[src/rtl/sd_image_loader.sv]
// sd_image_loader: copies SECTOR_COUNT sectors from the SD-SPI reader into RAM as little-endian words.
// Latency: a word is queued the cycle its 4th byte arrives; mem_we asserts 1 cycle after the queue is non-empty.
// Backpressure: mem_ready stalls the drain only; the reader cannot be stalled, so a push into a full FIFO aborts (error).
// Ports: clk/rstn; start; reader side rstart/rsector/rbusy/rdone/outen/outaddr/outbyte;
//        RAM side mem_we/mem_addr/mem_wdata/mem_ready; status busy/done/error/sectors_done.

module sd_image_loader_fifo #(
  parameter int unsigned DEPTH = 4,
  parameter int unsigned WIDTH = 32
) (
  input  logic             clk,
  input  logic             rstn,
  input  logic             clr,
  input  logic             push,
  input  logic [WIDTH-1:0] din,
  input  logic             pop,
  output logic [WIDTH-1:0] dout,
  output logic             full,
  output logic             empty
);
  localparam int unsigned AW = $clog2(DEPTH);
  localparam logic [AW:0] FULL_CNT = (AW+1)'(DEPTH);

  logic [WIDTH-1:0] mem_q [DEPTH];
  logic [AW-1:0]    wr_ptr_q;
  logic [AW-1:0]    rd_ptr_q;
  logic [AW:0]      cnt_q;
  logic             do_push;
  logic             do_pop;

  assign full    = (cnt_q == FULL_CNT);
  assign empty   = (cnt_q == '0);
  assign do_push = push && !full && !clr;
  assign do_pop  = pop && !empty && !clr;
  assign dout    = mem_q[rd_ptr_q];

  always_ff @(posedge clk or negedge rstn) begin
    if (!rstn) begin
      wr_ptr_q <= '0;
      rd_ptr_q <= '0;
      cnt_q    <= '0;
    end else if (clr) begin
      wr_ptr_q <= '0;
      rd_ptr_q <= '0;
      cnt_q    <= '0;
    end else begin
      if (do_push) wr_ptr_q <= wr_ptr_q + 1'b1;
      if (do_pop)  rd_ptr_q <= rd_ptr_q + 1'b1;
      case ({do_push, do_pop})
        2'b10:   cnt_q <= cnt_q + 1'b1;
        2'b01:   cnt_q <= cnt_q - 1'b1;
        default: cnt_q <= cnt_q;
      endcase
    end
  end

  always_ff @(posedge clk) begin
    if (do_push) mem_q[wr_ptr_q] <= din;
  end
endmodule

module sd_image_loader #(
  parameter logic [31:0] START_SECTOR = 32'd2048,
  parameter logic [31:0] SECTOR_COUNT = 32'd16384,
  parameter logic [31:0] RAM_BASE     = 32'h8000_0000,
  parameter int unsigned FIFO_DEPTH   = 4
) (
  input  logic        clk,
  input  logic        rstn,
  input  logic        start,
  output logic        rstart,
  output logic [31:0] rsector,
  input  logic        rbusy,
  input  logic        rdone,
  input  logic        outen,
  input  logic [8:0]  outaddr,
  input  logic [7:0]  outbyte,
  output logic        mem_we,
  output logic [31:0] mem_addr,
  output logic [31:0] mem_wdata,
  input  logic        mem_ready,
  output logic        busy,
  output logic        done,
  output logic        error,
  output logic [31:0] sectors_done
);
  typedef enum logic [2:0] {IDLE, REQ, RECV, FLUSH, FIN, ERR} state_t;

  state_t      state_q, state_d;
  logic [31:0] rsector_q, rsector_d;
  logic [31:0] mem_addr_q, mem_addr_d;
  logic [31:0] mem_wdata_q, mem_wdata_d;
  logic        mem_we_q, mem_we_d;
  logic [31:0] sectors_done_q, sectors_done_d;
  logic [9:0]  byte_cnt_q, byte_cnt_d;   // 0..512, one past the last byte of a sector
  logic [23:0] pack_q, pack_d;           // byte lanes 0..2; lane 3 goes straight into the pushed word

  logic        fifo_push, fifo_pop, fifo_clr, fifo_full, fifo_empty;
  logic [31:0] fifo_dout, push_word;
  logic        byte_ok;

  assign push_word = {outbyte, pack_q};
  assign byte_ok   = ({1'b0, outaddr} == byte_cnt_q);

  sd_image_loader_fifo #(.DEPTH(FIFO_DEPTH), .WIDTH(32)) u_fifo (
    .clk   (clk),
    .rstn  (rstn),
    .clr   (fifo_clr),
    .push  (fifo_push),
    .din   (push_word),
    .pop   (fifo_pop),
    .dout  (fifo_dout),
    .full  (fifo_full),
    .empty (fifo_empty)
  );

  always_comb begin
    state_d        = state_q;
    rsector_d      = rsector_q;
    mem_addr_d     = mem_addr_q;
    mem_wdata_d    = mem_wdata_q;
    mem_we_d       = mem_we_q;
    sectors_done_d = sectors_done_q;
    byte_cnt_d     = byte_cnt_q;
    pack_d         = pack_q;
    fifo_push      = 1'b0;
    fifo_pop       = 1'b0;
    fifo_clr       = 1'b0;

    // RAM drain: the head word stays in the FIFO until the RAM takes it,
    // so the in-flight write still counts toward FIFO occupancy.
    if (state_q != IDLE && state_q != ERR) begin
      if (mem_we_q) begin
        if (mem_ready) begin
          fifo_pop   = 1'b1;
          mem_we_d   = 1'b0;
          mem_addr_d = mem_addr_q + 32'd4;
        end
      end else if (!fifo_empty) begin
        mem_we_d    = 1'b1;
        mem_wdata_d = fifo_dout;
      end
    end

    case (state_q)
      IDLE, FIN, ERR: begin
        if (start) begin
          state_d        = REQ;
          rsector_d      = START_SECTOR;
          mem_addr_d     = RAM_BASE;
          mem_we_d       = 1'b0;
          sectors_done_d = '0;
          byte_cnt_d     = '0;
          pack_d         = '0;
          fifo_clr       = 1'b1;
        end
      end
      REQ: begin
        if (rbusy) state_d = RECV;
      end
      RECV: begin
        if (outen) begin
          if (!byte_ok) begin
            state_d = ERR;
          end else begin
            byte_cnt_d = byte_cnt_q + 10'd1;
            case (outaddr[1:0])
              2'd0: pack_d[7:0]   = outbyte;
              2'd1: pack_d[15:8]  = outbyte;
              2'd2: pack_d[23:16] = outbyte;
              default: begin
                if (fifo_full) state_d = ERR;
                else           fifo_push = 1'b1;
              end
            endcase
          end
        end
        // The byte of this cycle is already folded into byte_cnt_d.
        if (rdone && state_d != ERR) begin
          if (byte_cnt_d != 10'd512) begin
            state_d = ERR;
          end else begin
            sectors_done_d = sectors_done_q + 32'd1;
            if (sectors_done_q + 32'd1 == SECTOR_COUNT) begin
              state_d = FLUSH;
            end else begin
              rsector_d  = rsector_q + 32'd1;
              byte_cnt_d = '0;
              state_d    = REQ;
            end
          end
        end
      end
      FLUSH: begin
        if (fifo_empty && !mem_we_q) state_d = FIN;
      end
      default: ;
    endcase

    // Abort drops the queued words and any write the RAM has not yet taken.
    if (state_d == ERR) begin
      mem_we_d  = 1'b0;
      fifo_clr  = 1'b1;
      fifo_push = 1'b0;
    end
  end

  always_ff @(posedge clk or negedge rstn) begin
    if (!rstn) begin
      state_q        <= IDLE;
      rsector_q      <= START_SECTOR;
      mem_addr_q     <= RAM_BASE;
      mem_wdata_q    <= '0;
      mem_we_q       <= 1'b0;
      sectors_done_q <= '0;
      byte_cnt_q     <= '0;
      pack_q         <= '0;
    end else begin
      state_q        <= state_d;
      rsector_q      <= rsector_d;
      mem_addr_q     <= mem_addr_d;
      mem_wdata_q    <= mem_wdata_d;
      mem_we_q       <= mem_we_d;
      sectors_done_q <= sectors_done_d;
      byte_cnt_q     <= byte_cnt_d;
      pack_q         <= pack_d;
    end
  end

  assign rstart       = (state_q == REQ);
  assign rsector      = rsector_q;
  assign mem_we       = mem_we_q;
  assign mem_addr     = mem_addr_q;
  assign mem_wdata    = mem_wdata_q;
  assign busy         = (state_q == REQ) || (state_q == RECV) || (state_q == FLUSH);
  assign done         = (state_q == FIN);
  assign error        = (state_q == ERR);
  assign sectors_done = sectors_done_q;
endmodule

[config.mk]
export PLATFORM = sky130hd
export DESIGN_NAME = sd_image_loader
export DESIGN_NICKNAME = d
export VERILOG_FILES = /design/src/rtl/sd_image_loader.sv
export SDC_FILE = /design/constraint.sdc
export NUM_CORES = 1
export LEC_CHECK = 0
export ABC_CLOCK_PERIOD_IN_PS = 5000
export BUFFER_PORTS_ARGS = -buffer_cell sky130_fd_sc_hd__buf_2
export CORE_ASPECT_RATIO = 1.1
export CORE_UTILIZATION = 44
export CTS_CLUSTER_SIZE = 28
export DETAILED_ROUTE_END_ITERATION = 10
export PLACE_DENSITY = 0.59
export SYNTH_ARGS = -nofsm -noshare
export SYNTH_HDL_FRONTEND = slang
export SYNTH_HIERARCHICAL = 1
export SYNTH_SLANG_ARGS = --single-unit
[constraint.sdc]
create_clock -name clk -period 5 [get_ports clk]
set_input_delay 1 -clock clk [delete_from_list [all_inputs] [get_ports clk]]
set_output_delay 1 -clock clk [all_outputs]
set_load 0.1 [all_outputs]
==> results.yml <==
run_status:
  outcome: "completed"
min_path:
  holdPathStages: 1
  min_path_type: "reg2reg"
  hp-start: "mem_wdata[20]$_DFFE_PN0P_"
  min_to: "mem_wdata[20]$_DFFE_PN0P_"
timing:
  setup_viol: 0
  hold_viol: 0
  fin_tns_setup_ns: 0
  hold_ws_ns: 0.499
  layout_setup_ws_ns: 0.276
  max_freq_mhz: 212
  period_needed_ns: 4.72
  maxSlewHeadroom_pct: 23.8
  rsz0062_at_grt: "false"
  skew_ns: 0.0164
  drv_slew: 0
  fin_crit_sh_pct: 94.5
  worst_slew_pin_slew_ns: 1.14
cts:
  cts_resized: 0
  clock_latency_ns: 0.55
  path_clk_slew_ns: 0.06
  h-tree-depth: 1
  cts-root-buf: "clkbuf_16"
  cts_setup_buffers: 0
  cts_hold_buf: 0
  numCtsBuffers: 31
  clk_path_buf_depth: 3
  cts_sinks: 299
  cts_tree: "built"
pwr:
  vdd_ir_drop_max_mv: 0.334
  power.switching_mw: 1.61
  switching_share_pct: 27.7
  pwr-share-clk_pct: 39.5
  finalPower_mw: 5.81
  pwr-share-seq_pct: 48.0
  power_density_nw_per_um2: 354
  power_frac_comb_pct: 12.5
  internal_power_mw: 4.20
  leakage_nw: 6.84
critical_path:
  crit_type: "reg2reg"
  worstPathArrival_ns: 5.16
  startpoint: "sectors_done[0]$_DFFE_PN0P_"
  critPathSlowestCell: "or4_4"
  cp-start-kind: "flip-flop"
  end_kind: "flip-flop"
  reg2reg_slack_ns: 0.28
  critPathRequiredTime_ns: 5.44
  cpPeakStageDelay_ns: 0.56
  r2r_cells: 15
  cp_top_family: "simple AND/OR/NAND/NOR gates"
  path_max_fanout: 11
  critPathBufInv: 1
  regToRegStartpoint: "sectors_done[0]$_DFFE_PN0P_"
  r2r_end: "u_fifo/cnt_q[1]$_DFFE_PN0P_"
  crit_chain: "ha_1 -> nand4_1 -> a2111oi_1 -> o21bai_1 -> a22o_1 -> or4_4 -> or3_1 -> o2111ai_1 -> nor4b_2 -> inv_2 -> nor2_1 -> nor3_1 -> fa_1 -> a31oi_1 -> nor4_1"
placed_design:
  dpl.cell_count: 1689
  place_congestion: 0.858
  post-place-ws_ns: 0.334
  hpwl_mm: 21.1
  placed_area_um2: 15400
  portBuffers: 154
synthesis:
  synth_seq_cells: 299
  syn_area_um2: 14300
  yosys-top-cells-count: "169 x dfrtp_1, 128 x edfxtp_1, 77 x nor2_1"
  yosysWarnings: 6
  yosysUniqueCellTypes: 74
  synth_top_area_share_pct: 29.6
  post-synth-top-count-cell: "dfrtp_1"
  synth.avg_cell_area_um2: 12.2
  synthFlopType: "dfrtp_1"
  yosysSeqAreaShare_pct: 56.9
  syn_inst: 1171
  synth-edff-count: 128
  synthArstFlopShare_pct: 57.2
  synth_largest_area_cell: "dfrtp_1"
  synth_area_leaders: "dfrtp_1 30%, edfxtp_1 27%, mux4_2 5.1%, mux2_2 4.5%, nor2_1 2.0%"
finish:
  nets: 1336
  multi_input_area_um2: 5710
  utilization_pct: 51.9
  final_cells: 1748
  seq_area_um2: 8130
  drive_gt1_share_pct: 25.6
  synthToLayoutAreaGrowth_pct: 15.1
  fin_area_um2: 16400
  fill_cells: 2827
drt:
  drtAntennaViolNets: 0
  wire_per_inst_um: 18.5
  first_pass_iters: 5
  routed_wl_mm: 32.4
  drtIter0Drc: 523
  drc: 0
  via_count: 9866
  vias_per_cell: 5.64
floorplanning:
  die_h_um: 191
  ioPinCount: 157
  fp-row-count: 68
  start_util_pct: 45.1
  die_x_um: 174
  core_area_um2: 31700
  die-area_um2: 33200
global_route:
  grt_use_total_pct: 19.7
  grt_pass1_wl_mm: 52.4
  overflow: 0
  antenna_found_initial: 2
  grt_max_degree: 96
  grt_pass1_vias: 9653
run:
  drv_cap: 0
==> layout by cell type, fill, tap and decap left out, drive strengths merged, types with 6 or more instances in the layout <==
cell / n
dfrtp: 169
nor2: 77
and3: 37
ha: 9
clkinv: 11
nor2b: 7
o31ai: 34
mux2i: 15
or3: 17
and4: 14
a21oi: 50
mux2: 57
or4: 26
nand4: 33
mux4: 32
nand3: 46
clkinvlp: 6
clkbuf: 37
buf: 172
xnor2: 27
nor4: 11
xor2: 27
inv: 17
nor3: 28
o2111ai: 6
a31oi: 7
nand2: 75
o21ai: 47
nand2b: 14
edfxtp: 128
and2: 26
==> cell type report <==
type	count	share of cell area (%)
clock buffers	37	4.86
repair buffers	172	5.94
clock inverters	20	1.29
inverters	18	0.412
multi-input cells	780	34.8
well taps	420	3.20
diodes	2	0.0305
flip-flops and latches	299	49.5
==> power by group through the flow <==
stage                     Sequential, mW  Combinational, mW  Clock [mW]
after floorplan                     2.81              0.530           0
after global placement              2.83              0.728           0
after detailed placement            2.84              0.739           0
after CTS                           2.79              0.741        2.36
after global routing                2.80              0.786        2.45
final                               2.79              0.729        2.30
==> how the worst max path moves through the flow <==
stage | endpoint | depth (start not counted) | slack (ns)
2_1_floorplan | u_fifo/mem_q[0][0]$_DFFE_PP_ | 13 | 0.008
3_3_place_gp | u_fifo/cnt_q[1]$_DFFE_PN0P_ | 15 | 0.53
3_5_place_dp | u_fifo/cnt_q[1]$_DFFE_PN0P_ | 15 | 0.33
4_1_cts | u_fifo/cnt_q[1]$_DFFE_PN0P_ | 15 | 0.30
5_1_grt | u_fifo/cnt_q[1]$_DFFE_PN0P_ | 15 | 0.03
6_report | u_fifo/cnt_q[1]$_DFFE_PN0P_ | 15 | 0.28
==> layer usage <==
metal	vias to the layer above	global-route usage, %	part of all wire [%]
met5	-	0	0
met4	0	4.79	1.9
met3	46	3.43	4.9
met2	229	34.7	50
met1	4916	25.1	43
li1	4675	-	-
==> flip-flops by register name, summed over array words and instances (netlist names), 3 cells and up <==
| signal | cells |
|---|---|
| mem_wdata | 32 |
| u_fifo/mem_q | 128 |
| u_fifo/cnt_q | 3 |
| mem_addr | 30 |
| state_q | 3 |
| byte_cnt_q | 10 |
| sectors_done | 32 |
| rsector | 32 |
| pack_q | 24 |
==> logic make-up (layout without fill, tap and decap cells) <==
kind of cell	after synthesis	count (layout)	share of synthesized area, %
DFF	299	299	56.9
muxes	104	104	10.6
other	1	4	0.0263
and+or+nand+nor	426	426	16.5
adders and majority gates	10	10	0.930
buffers and inverters	93	247	3.33
xor gates and xnor gates	54	54	3.31
AOI/OAI and AO/OA	184	184	8.34
==> worst register-to-register path, stage by stage (launching register included) <==
cell	delay, ns
dfrtp_1	0.50
ha_1	0.33
nand4_1	0.21
a2111oi_1	0.46
o21bai_1	0.14
a22o_1	0.23
or4_4	0.56
or3_1	0.36
o2111ai_1	0.29
nor4b_2	0.33
inv_2	0.12
nor2_1	0.12
nor3_1	0.07
fa_1	0.53
a31oi_1	0.09
nor4_1	0.28
(Power assumes the default switching activity.)
